**config.mk**
```make
export PLATFORM = sky130hd
export DESIGN_NAME = seg_mux_capture_flat
export DESIGN_NICKNAME = d
export VERILOG_FILES = /design/src/rtl/seg_mux_capture_if.sv /design/src/rtl/seg_mux_capture.sv /design/src/flat_wrapper.sv
export SDC_FILE = /design/constraint.sdc
export NUM_CORES = 1
export LEC_CHECK = 0
export ABC_AREA = 1
export CAP_MARGIN = 30
export CORE_MARGIN = 4
export CORE_UTILIZATION = 60
export CTS_CLUSTER_DIAMETER = 40
export DETAILED_ROUTE_END_ITERATION = 6
export PLACE_DENSITY_LB_ADDON = 0.3
export SLEW_MARGIN = 40
export SYNTH_ARGS = -nofsm -noshare
export SYNTH_HDL_FRONTEND = slang
export SYNTH_SLANG_ARGS = --single-unit
```
**constraint.sdc**
```tcl
create_clock -name clk -period 4.45 [get_ports clk]
set_input_delay 0.89 -clock clk [delete_from_list [all_inputs] [get_ports clk]]
set_output_delay 0.89 -clock clk [all_outputs]
set_load 0.05 [all_outputs]
```
**src/rtl/seg_mux_capture_if.sv**
```systemverilog
// Bus bundle for the multiplexed 7-segment capture block: pin-side inputs plus
// the decoded frame and status outputs.
interface seg_mux_capture_if;
    logic [6:0]  seven_seg;
    logic [3:0]  digit_en;
    logic        clr_err;
    logic [15:0] value;
    logic        frame_valid;
    logic        seg_err;
    logic        en_err;

    modport master (
        output seven_seg, digit_en, clr_err,
        input  value, frame_valid, seg_err, en_err
    );

    modport slave (
        input  seven_seg, digit_en, clr_err,
        output value, frame_valid, seg_err, en_err
    );
endinterface

```
**src/rtl/seg_mux_capture.sv**
```systemverilog
// Receives a scanned 7-segment display, filters scan transitions and ghosting,
// decodes each stable digit and publishes complete 4-digit frames.
module seg_mux_capture #(
    parameter int unsigned STABLE_CYCLES  = 4,
    parameter bit          SEG_ACTIVE_LOW = 1'b0,
    parameter bit          EN_ACTIVE_LOW  = 1'b0
) (
    input logic              clk,
    input logic              rst_n,
    seg_mux_capture_if.slave bus
);

    localparam logic [7:0] CntMax  = 8'(STABLE_CYCLES - 1);
    localparam logic [6:0] SegFlip = {7{SEG_ACTIVE_LOW}};
    localparam logic [3:0] EnFlip  = {4{EN_ACTIVE_LOW}};

    // Returns {unrecognised, code}.
    function automatic logic [4:0] decode_seg(input logic [6:0] pat);
        logic [4:0] res;
        case (pat)
            7'h7E:   res = {1'b0, 4'h0};
            7'h30:   res = {1'b0, 4'h1};
            7'h6D:   res = {1'b0, 4'h2};
            7'h79:   res = {1'b0, 4'h3};
            7'h33:   res = {1'b0, 4'h4};
            7'h5B:   res = {1'b0, 4'h5};
            7'h5F:   res = {1'b0, 4'h6};
            7'h70:   res = {1'b0, 4'h7};
            7'h7F:   res = {1'b0, 4'h8};
            7'h7B:   res = {1'b0, 4'h9};
            7'h00:   res = {1'b0, 4'hE};
            default: res = {1'b1, 4'hF};
        endcase
        return res;
    endfunction

    logic [10:0]      sync1_q, sync2_q;
    logic [10:0]      samp_prev_q;
    logic [10:0]      samp;
    logic [6:0]       samp_seg;
    logic [3:0]       samp_en;
    logic [7:0]       cnt_q, cnt_d;
    logic             accepted_q, accepted_d;
    logic             changed;
    logic             accept;
    logic             en_one;
    logic             en_multi;
    logic [1:0]       en_idx;
    logic [4:0]       dec;
    logic             capture;
    logic [3:0]       mask_q, mask_d, mask_next;
    logic [3:0][3:0]  digit_q, digit_d;
    logic             frame_done;
    logic [15:0]      value_q, value_d;
    logic             frame_valid_q;
    logic             seg_err_q, seg_err_d;
    logic             en_err_q, en_err_d;

    assign samp     = {sync2_q[10:4] ^ SegFlip, sync2_q[3:0] ^ EnFlip};
    assign samp_seg = samp[10:4];
    assign samp_en  = samp[3:0];
    assign changed  = (samp != samp_prev_q);

    // One accept per stable period: the flag stays set until the sample moves.
    assign accept   = !changed && (cnt_q == CntMax) && !accepted_q;
    assign en_one   = $onehot(samp_en);
    assign en_multi = (samp_en != 4'b0000) && !en_one;
    assign dec      = decode_seg(samp_seg);
    assign capture  = accept && en_one;

    always_comb begin
        en_idx = 2'd0;
        unique case (samp_en)
            4'b0001: en_idx = 2'd0;
            4'b0010: en_idx = 2'd1;
            4'b0100: en_idx = 2'd2;
            4'b1000: en_idx = 2'd3;
            default: en_idx = 2'd0;
        endcase
    end

    always_comb begin
        cnt_d      = cnt_q;
        accepted_d = accepted_q;
        if (changed) begin
            cnt_d      = 8'd0;
            accepted_d = 1'b0;
        end else begin
            if (cnt_q != CntMax) begin
                cnt_d = cnt_q + 8'd1;
            end
            if (accept) begin
                accepted_d = 1'b1;
            end
        end
    end

    always_comb begin
        digit_d   = digit_q;
        mask_next = mask_q | (4'b0001 << en_idx);
        mask_d    = mask_q;
        if (capture) begin
            digit_d[en_idx] = dec[3:0];
            mask_d          = mask_next;
        end
        frame_done = capture && (mask_next == 4'b1111);
        value_d    = value_q;
        if (frame_done) begin
            mask_d  = 4'b0000;
            value_d = digit_d;
        end
    end

    // A new error in the same cycle as clr_err takes priority.
    always_comb begin
        seg_err_d = bus.clr_err ? 1'b0 : seg_err_q;
        en_err_d  = bus.clr_err ? 1'b0 : en_err_q;
        if (capture && dec[4]) begin
            seg_err_d = 1'b1;
        end
        if (accept && en_multi) begin
            en_err_d = 1'b1;
        end
    end

    always_ff @(posedge clk or negedge rst_n) begin
        if (!rst_n) begin
            sync1_q       <= '0;
            sync2_q       <= '0;
            samp_prev_q   <= '0;
            cnt_q         <= '0;
            accepted_q    <= 1'b0;
            mask_q        <= '0;
            digit_q       <= '0;
            value_q       <= '0;
            frame_valid_q <= 1'b0;
            seg_err_q     <= 1'b0;
            en_err_q      <= 1'b0;
        end else begin
            sync1_q       <= {bus.seven_seg, bus.digit_en};
            sync2_q       <= sync1_q;
            samp_prev_q   <= samp;
            cnt_q         <= cnt_d;
            accepted_q    <= accepted_d;
            mask_q        <= mask_d;
            digit_q       <= digit_d;
            value_q       <= value_d;
            frame_valid_q <= frame_done;
            seg_err_q     <= seg_err_d;
            en_err_q      <= en_err_d;
        end
    end

    assign bus.value       = value_q;
    assign bus.frame_valid = frame_valid_q;
    assign bus.seg_err     = seg_err_q;
    assign bus.en_err      = en_err_q;

endmodule

```
**src/flat_wrapper.sv**
```systemverilog
// flat-port wrapper written by rule: the top's interface ports become plain ports
module seg_mux_capture_flat 
#(
    parameter int unsigned STABLE_CYCLES  = 4,
    parameter bit          SEG_ACTIVE_LOW = 1'b0,
    parameter bit          EN_ACTIVE_LOW  = 1'b0
)
  (clk, rst_n, bus_seven_seg, bus_digit_en, bus_clr_err, bus_value, bus_frame_valid, bus_seg_err, bus_en_err);
  seg_mux_capture_if bus_i ();
  input logic clk;
  input logic rst_n;
  input wire logic [$bits(bus_i.seven_seg)-1:0] bus_seven_seg;
  input wire logic [$bits(bus_i.digit_en)-1:0] bus_digit_en;
  input wire logic [$bits(bus_i.clr_err)-1:0] bus_clr_err;
  output wire logic [$bits(bus_i.value)-1:0] bus_value;
  output wire logic [$bits(bus_i.frame_valid)-1:0] bus_frame_valid;
  output wire logic [$bits(bus_i.seg_err)-1:0] bus_seg_err;
  output wire logic [$bits(bus_i.en_err)-1:0] bus_en_err;
  assign bus_i.seven_seg = bus_seven_seg;
  assign bus_i.digit_en = bus_digit_en;
  assign bus_i.clr_err = bus_clr_err;
  assign bus_value = bus_i.value;
  assign bus_frame_valid = bus_i.frame_valid;
  assign bus_seg_err = bus_i.seg_err;
  assign bus_en_err = bus_i.en_err;
  seg_mux_capture #(.STABLE_CYCLES(STABLE_CYCLES), .SEG_ACTIVE_LOW(SEG_ACTIVE_LOW), .EN_ACTIVE_LOW(EN_ACTIVE_LOW)) u_core (.clk(clk), .rst_n(rst_n), .bus(bus_i));
endmodule
```
==> results of run 1 <==
[flip-flops by register name (all words and copies together) (netlist names)]
name and cells:
u_core.digit_q 16, u_core.sync1_q 11, u_core.mask_q 4, u_core.bus.frame_valid 1
u_core.cnt_q 8, u_core.bus.seg_err 1, u_core.bus.value 16, u_core.samp_prev_q 11
u_core.accepted_q 1, u_core.bus.en_err 1, u_core.samp 11
[final cells by class]
type | count | area [sq um] | area share
sequential | 81 | 2030 | 0.488
clock buffer | 12 | 145 | 0.0350
multi-input combinational | 249 | 1260 | 0.304
tap | 72 | 90.1 | 0.0217
timing repair buffer | 32 | 322 | 0.0774
clock inverter | 4 | 76.3 | 0.0184
inverter | 61 | 229 | 0.0551
[synthesized netlist by cell type (all sizes together), types with 4 or more instances]
cell   number  area share
and2       16       0.028
nand3      50       0.072
nand2     104        0.11
a21oi      14       0.020
inv        61       0.064
nor2       29       0.036
buf         4       0.011
ha          9       0.032
xnor2       5       0.012
dfrtp      81        0.57
o21ai       6      0.0084
nand4       5      0.0088
[final timing paths]
path	cells after the start	to	slack, ns	startpoint
worst max-delay path	12	u_core.bus.value[13]	1.54	u_core.samp[2]
worst min-delay path	0	u_core.samp[5]	0.34	u_core.sync1_q[5]
worst max register to register	12	u_core.bus.value[13]	1.54	u_core.samp[2]
worst min register to register	0	u_core.samp[5]	0.34	u_core.sync1_q[5]
max in group asynchronous	1	u_core.samp[2]	3.41	rst_n
min in group asynchronous	1	u_core.bus.value[12]	0.56	rst_n
[kinds of logic (layout without fill, tap and decap cells)]
group           Yosys count  in the layout  share of synthesized area
buf+inv                  65            109                     0.0749
xor+xnor                  7              7                     0.0172
fa+ha+maj                10             10                     0.0373
simple gates            206            206                      0.260
flops                    81             81                      0.570
compound gates           26             26                     0.0412
[routing by layer]
| metal | up-vias | global-route usage |
|---|---|---|
| met5 | - | 0 |
| met4 | 0 | 0.109 |
| met3 | 17 | 0.0369 |
| met2 | 67 | 0.341 |
| met1 | 1248 | 0.275 |
| li1 | 1310 | - |
[stage by stage]
stage | cells | hold slack [ns] | area, sq um | util | total power, W
floorplan | 395 | 0.331 | 3560 | - | 0.000813
global placement | 495 | 0.332 | 3930 | 0.696 | 0.000848
detailed placement | 495 | 0.335 | 3930 | 0.697 | 0.000853
CTS | 511 | 0.348 | 4150 | 0.736 | 0.00144
global route | 511 | 0.355 | 4150 | 0.736 | 0.00148
finish | 511 | 0.345 | 4150 | 0.736 | 0.00143
[power breakdown]
part / leakage (nW) / switching [W] / internal (W)
logic: 0.984 / 0.0000488 / 0.0000267
clock network: 0.107 / 0.000256 / 0.000333
registers: 1.06 / 0.0000116 / 0.000751
total: 2.15 / 0.000317 / 0.00111
[worst max-delay path, cell delays in order, from the launching register on]
cell     delay [ns]
dfrtp_1        0.43
inv_1          0.09
ha_1           0.30
ha_1           0.22
fa_1           0.44
nor2_1         0.11
nand2_1        0.09
inv_1          0.19
nand2_2        0.10
nor2_4         0.40
inv_2          0.25
nand2_1        0.12
nand2_1        0.05
==> flow_summary.toml, run 1 <==
[synth]
syn_nets = 419
synth.avg_cell_area_sq_um = 9.01
synth_edf_count = 0
yosysWarnings = 0
synth_seq_cells = 81
ys.flop_type = "dfrtp_1"
syn_inst = 395
synthDistinctLibCells = 26
async_reset_ff_frac = 1.00
netlist_area_sq_um = 3560
synth-seq-area-share = 0.570

[cells_and_area]
layout.cells.most_common = "nand2_1"
final_cell_mix = "103 x nand2_1, 81 x dfrtp_1, 57 x inv_1"
nFillCells = 392
drive_gt1_frac = 0.0569
areaGrowthSynthToFinish_pct = 16.7
fin_nets = 458
diodes = 0

[sta]
period_share = 0.653
rsz0062_at_grt = "no"
setup_slack_ns = 1.54
period_needed_ns = 2.91
clock.fmax_mhz = 344
tightest_slew_ns = 0.698
tns_ns = 0
setup_violations = 0
skew_ns = 0.00994
slew_viol_final = 0
hold_viol_final = 0
timing.slew.headroom = 0.535

[worst_setup_path]
endpoint_kind = "flip-flop"
critPathLaunchType = "flip-flop"
arrival_ns = 3.14
path_class = "flip-flop to flip-flop"
crit_fanout = 22
required_ns = 4.69

[clocking]
cts_setup_buffers = 0
cts-root-buf = "clkbuf_8"
numCtsBuffers = 9
cts_buffer_depth = 2
clock_sinks = 81
cts.clk_slew.worst_paths_ns = 0.08
hold_buffers = 0
clk_latency_ns = 0.35
cts_resized = 0
cts_tree = "built"
cts.htree.levels = 3

[drt]
routed.top_layer = "met4"
wl_met3_microns = 298
wl_microns = 6850
post-route-drc-count = 0
drt-met1-wl_microns = 3020
ant_nets = 0
viasPerCell = 5.17
wl_met2_microns = 3310
drt_iter0_drc = 251
vias = 2642
wl_per_cell_microns = 13.4
first_pass_iters = 4

[global_routing]
grt_pass1_vias = 2668
grt_max_degree = 82
antenna_found_initial = 0
grt_pass1_wl_microns = 12100
grt_overflow = 0
grt_usage = 0.212

[power_and_ir_drop]
p_leak_nw = 2.15
irDropWorstVdd_mv = 0.300
powerDensity_nw_per_um2 = 344

[floorplan]
rows = 27
start_util = 0.631
die_h_microns = 85.0
coreArea_sq_um = 5640
die_width_microns = 85.0
ios = 33
die_area_sq_um = 7220

[run]
maxCapViolations = 0

[placement]
io_buffers = 32
dp_slack_ns = 1.57
gp_congestion = 0.922
dp_hpwl_microns = 4720

[run_status]
status = "finished, final reports clean"

[worst_hold_path]
hold_class = "flip-flop to flip-flop"
(Power assumes the default switching activity.)
==> inputs of run 2 (changes only) <==
CORE_UTILIZATION = 51   (was 60)
clock period = 2.6 ns   (was 4.45 ns; I/O delays follow)
==> flow_summary.toml, run 2 (synthesized netlist as in run 1, its figures left out) <==
[run_status]
status = "finished, final reports clean"

[worst_setup_path]
r2r_start = "u_core.samp[2]"
required_ns = 2.88
r2r_setup_slack_ns = 0.12
endpoint_kind = "flip-flop"
crit_path_start = "u_core.samp[2]"
r2r_cells = 12
crit_fanout = 6
worst-path-buf-inv = 3
crit_path_max_incr_delay_ns = 0.43
critPathLaunchType = "flip-flop"
path_class = "flip-flop to flip-flop"
path_cells = "inv_1 > ha_1 > ha_1 > fa_1 > nor2_1 > nand2_1 > inv_1 > nand2_2 > nor2_4 > buf_4 > nand3_1 > nand2_1"
path_depth = 12
arrival_ns = 2.76
critPathSlowestCell = "fa_1"
regToRegEndpoint = "u_core.bus.value[12]"
critPathTopFamily = "adder cells"
critPathCapture = "u_core.bus.value[12]"

[cells_and_area]
layout.cells.most_common = "nand2_1"
areaGrowthSynthToFinish_pct = 20.0
final_cell_mix = "103 x nand2_1, 80 x dfrtp_1, 57 x inv_1"
drive_gt1_frac = 0.0909
diodes = 0
nFillCells = 559
fin_nets = 471
final_util = 0.628

[clocking]
cts.htree.levels = 3
numCtsBuffers = 9
clk_latency_ns = 0.35
cts.clk_slew.worst_paths_ns = 0.08
cts-root-buf = "clkbuf_8"
cts_buffer_depth = 2
cts_tree = "built"
clock_sinks = 81

[global_routing]
grt_max_degree = 47
grt_pass1_vias = 2730
antenna_found_initial = 0
grt_usage = 0.175
grt_pass1_wl_microns = 11700
grt_overflow = 0

[placement]
dp_hpwl_microns = 4740
io_buffers = 32
gp_congestion = 0.896

[sta]
skew_ns = 0.00932
clock.fmax_mhz = 403
period_needed_ns = 2.48
holdWs_ns = 0.125
hold_viol_final = 0
setup_violations = 0
rsz0062_at_grt = "yes"
timing.slew.headroom = 0.650
period_share = 0.953
tightest_slew_ns = 0.520
slew_viol_final = 0

[power_and_ir_drop]
pwr-share-clk = 0.377
powerDensity_nw_per_um2 = 544
power.net_switching_w = 0.000543
switching_share = 0.234
finalPower_w = 0.00232
irDropWorstVdd_mv = 0.442
seqPwrFrac = 0.561
comb_power_share = 0.062
p_leak_nw = 2.20
p_int_w = 0.00178

[drt]
ant_nets = 0
wl_per_cell_microns = 12.4
vias = 2689
post-route-drc-count = 0
drt_iter0_drc = 196
viasPerCell = 4.92
first_pass_iters = 5
wl_microns = 6800

[floorplan]
die_area_sq_um = 8380
ios = 33
start_util = 0.524
die_h_microns = 91.5
die_width_microns = 91.5
rows = 30
coreArea_sq_um = 6790

[worst_hold_path]
hold_class = "input port to asynchronous set/reset pin"

[run]
maxCapViolations = 0
[run 2: changes by cell type in the layout (fill, tap and decap cells not counted), sizes merged]
cell / before / now
clkbuf: 12 / 10
bufinv: 2 / 1
clkinvlp: 1 / 0
nor2: 29 / 30
buf: 1 / 13
clkinv: 1 / 4
[run 2: what timing repair did]
action / in CTS / in global routing
buffers inserted: 0 / 5
hold buffers: 0 / 0
setup endpoints to repair: 0 / 27
resized for setup: 0 / 6
[run 2: metrics by stage]
step	instance area (sq um)	worst slack (ns)	instances	TNS (ns)
after floorplan	3560	0.279	395	0
after global placement	4020	0.215	526	0
after detailed placement	4020	0.0635	526	0
after CTS	4210	0.0423	541	0
after global routing	4270	-0.0178	547	-0.0214
final	4270	0.121	547	0
[run 2: area by class of cell]
| cell class | count | area, sq um | share of cell area |
|---|---|---|---|
| flip-flops and latches | 81 | 2030 | 0.475 |
| multi-input cells | 250 | 1280 | 0.300 |
| repair buffers | 44 | 424 | 0.0994 |
| inverters | 61 | 231 | 0.0542 |
| clock buffers | 10 | 128 | 0.0299 |
| well taps | 96 | 120 | 0.0281 |
| clock inverters | 5 | 57.6 | 0.0135 |
[run 2: worst min-delay path by stage]
stage	from	endpoint	slack [ns]	cells after the start
2_1_floorplan	rst_n	u_core.accepted_q	0.22	0
3_3_place_gp	u_core.sync1_q[4]	u_core.samp[4]	0.33	0
3_5_place_dp	u_core.sync1_q[2]	u_core.samp[2]	0.34	0
4_1_cts	rst_n	u_core.bus.value[7]	0.13	1
5_1_grt	rst_n	u_core.digit_q[10]	0.16	1
6_report	rst_n	u_core.cnt_q[3]	0.13	1
[run 2: worst register-to-register path, cell delays in order, from the launching register on]
cell and delay, ns:
dfrtp_2 0.41, inv_1 0.08, ha_1 0.30, ha_1 0.22, fa_1 0.43, nor2_1 0.11
nand2_1 0.10, inv_1 0.10, nand2_2 0.09, nor2_4 0.21, buf_4 0.19, nand3_1 0.10
nand2_1 0.07
[run 2: per-layer routing]
metal,global-route usage,part of all wire
met1,0.224,0.46
met2,0.282,0.48
met3,0.0389,0.050
met4,0.0791,0.019
met5,0,0
[run 2: power groups by stage]
stage / registers [W] / logic [W] / clock network (W)
floorplan: 0.00132 / 0.0000679 / 0
global placement: 0.00133 / 0.000138 / 0
detailed placement: 0.00133 / 0.000143 / 0
CTS: 0.00130 / 0.000143 / 0.000896
global route: 0.00131 / 0.000164 / 0.000946
finish: 0.00130 / 0.000144 / 0.000875
==> inputs of run 3 (changes only) <==
CTS_BUF_LIST = sky130_fd_sc_hd__clkbuf_16   (was default)
==> flow_summary.toml, run 3 (synthesized netlist as in run 1, its figures left out) <==
[placement]
dp_hpwl_microns = 4740
dp_slack_ns = 0.0635
io_buffers = 32
gp_congestion = 0.896
dpl_cell_area_sq_um = 4020

[floorplan]
ios = 33
coreArea_sq_um = 6790
die_width_microns = 91.5
start_util = 0.524
die_area_sq_um = 8380
die_h_microns = 91.5
rows = 30

[cells_and_area]
drive_gt1_frac = 0.0913
final_util = 0.642
areaGrowthSynthToFinish_pct = 22.6
layout.cells.most_common = "nand2_1"
fin_nets = 469
final_cell_mix = "103 x nand2_1, 79 x dfrtp_1, 57 x inv_1"
final_area_sq_um = 4360
multiInputGateArea_sq_um = 1280
diodes = 0
regArea_sq_um = 2030
nFillCells = 544

[drt]
drt_iter0_drc = 183
first_pass_iters = 4
viasPerCell = 5.01
post-route-drc-count = 0
vias = 2728
wl_microns = 6880
wl_per_cell_microns = 12.6
ant_nets = 0

[sta]
setup_slack_ns = 0.123
setup_violations = 0
period_needed_ns = 2.48
skew_ns = 0.00795
rsz0062_at_grt = "no"
hold_viol_final = 0
tightest_slew_ns = 0.507
holdWs_ns = 0.150
slew_viol_final = 0
period_share = 0.953
timing.slew.headroom = 0.661
tns_ns = 0
clock.fmax_mhz = 404

[worst_setup_path]
r2r_setup_slack_ns = 0.12
arrival_ns = 2.74
endpoint_kind = "flip-flop"
path_class = "flip-flop to flip-flop"
r2r_start = "u_core.samp[2]"
critPathLaunchType = "flip-flop"
crit_fanout = 9
r2r_cells = 12
required_ns = 2.86
regToRegEndpoint = "u_core.bus.value[0]"

[power_and_ir_drop]
pwr-share-clk = 0.456
irDropWorstVdd_mv = 0.477
seqPwrFrac = 0.490
p_leak_nw = 2.24
switching_share = 0.221
p_int_w = 0.00207
power.net_switching_w = 0.000590
comb_power_share = 0.054
powerDensity_nw_per_um2 = 611

[clocking]
cts_buffer_depth = 2
numCtsBuffers = 9
clock_sinks = 81
cts_tree = "built"
clk_latency_ns = 0.33
cts-root-buf = "clkbuf_16"
cts.htree.levels = 3
cts.clk_slew.worst_paths_ns = 0.06

[run]
maxCapViolations = 0

[global_routing]
grt_usage = 0.177
use_met2 = 0.290
met3_usage = 0.0331
grt_overflow = 0
use_met1 = 0.229
grt_pass1_wl_microns = 12000
grt_max_degree = 47
grt_pass1_vias = 2741
grt.busiest_layer = "met2"
antenna_found_initial = 0

[run_status]
status = "finished, final reports clean"

[worst_hold_path]
hold_class = "input port to asynchronous set/reset pin"
run 3: changes by cell type in the layout (fill, tap and decap cells not counted), sizes merged:
cell,previous run,this run
buf,13,11
clkbuf,10,9
inv,61,62
run 3: worst max path at each step:
stage,startpoint,end,slack (ns),cells past startpoint
detailed placement,u_core.samp[2],u_core.bus.value[4],0.06,12
floorplan,u_core.samp[2],u_core.bus.value[10],0.28,13
CTS,u_core.samp[2],u_core.bus.value[3],0.05,12
global route,u_core.samp[0],u_core.bus.value[4],0.02,12
global placement,u_core.samp[2],u_core.bus.value[0],0.21,12
finish,u_core.samp[2],u_core.bus.value[0],0.12,12
run 3: layout make-up:
class / instances / share of cell area
sequential: 81 / 0.465
multi-input combinational: 250 / 0.294
timing repair buffer: 42 / 0.0947
inverter: 61 / 0.0531
clock buffer: 9 / 0.0516
tap: 96 / 0.0275
clock inverter: 6 / 0.0141
run 3: power by group through the flow:
stage / Clock, W / Sequential (W) / Combinational (W)
finish: 0.00122 / 0.00131 / 0.000144
global route: 0.00129 / 0.00131 / 0.000164
CTS: 0.00123 / 0.00131 / 0.000144
detailed placement: 0 / 0.00133 / 0.000143
global placement: 0 / 0.00133 / 0.000138
floorplan: 0 / 0.00132 / 0.0000679
run 3: metal layers:
layer	wire [microns]	vias to the layer above
met4	132	0
met3	312	11
met5	0	-
li1	-	1331
met1	3090	1322
met2	3350	64
run 3: timing repair:
action / in CTS / in global routing
hold buffers: 0 / 0
buffers inserted: 0 / 3
hold endpoints to repair: 0 / 0
resized for setup: 0 / 9
setup endpoints to repair: 0 / 24
run 3: worst max-delay path, stage by stage, from the launching register on:
cell     delay (ns)
dfrtp_2        0.41
inv_1          0.08
ha_1           0.31
ha_1           0.22
fa_1           0.43
nor2_1         0.11
nand2_1        0.11
inv_2          0.08
nand2_2        0.09
nor2_4         0.23
buf_6          0.17
nand3_1        0.10
nand2_1        0.07
run 3: metrics by stage:
step / instances / total power, W
3_3_place_gp: 526 / 0.00146
3_5_place_dp: 526 / 0.00147
6_report: 545 / 0.00266
5_1_grt: 545 / 0.00276
2_1_floorplan: 395 / 0.00139
4_1_cts: 541 / 0.00268
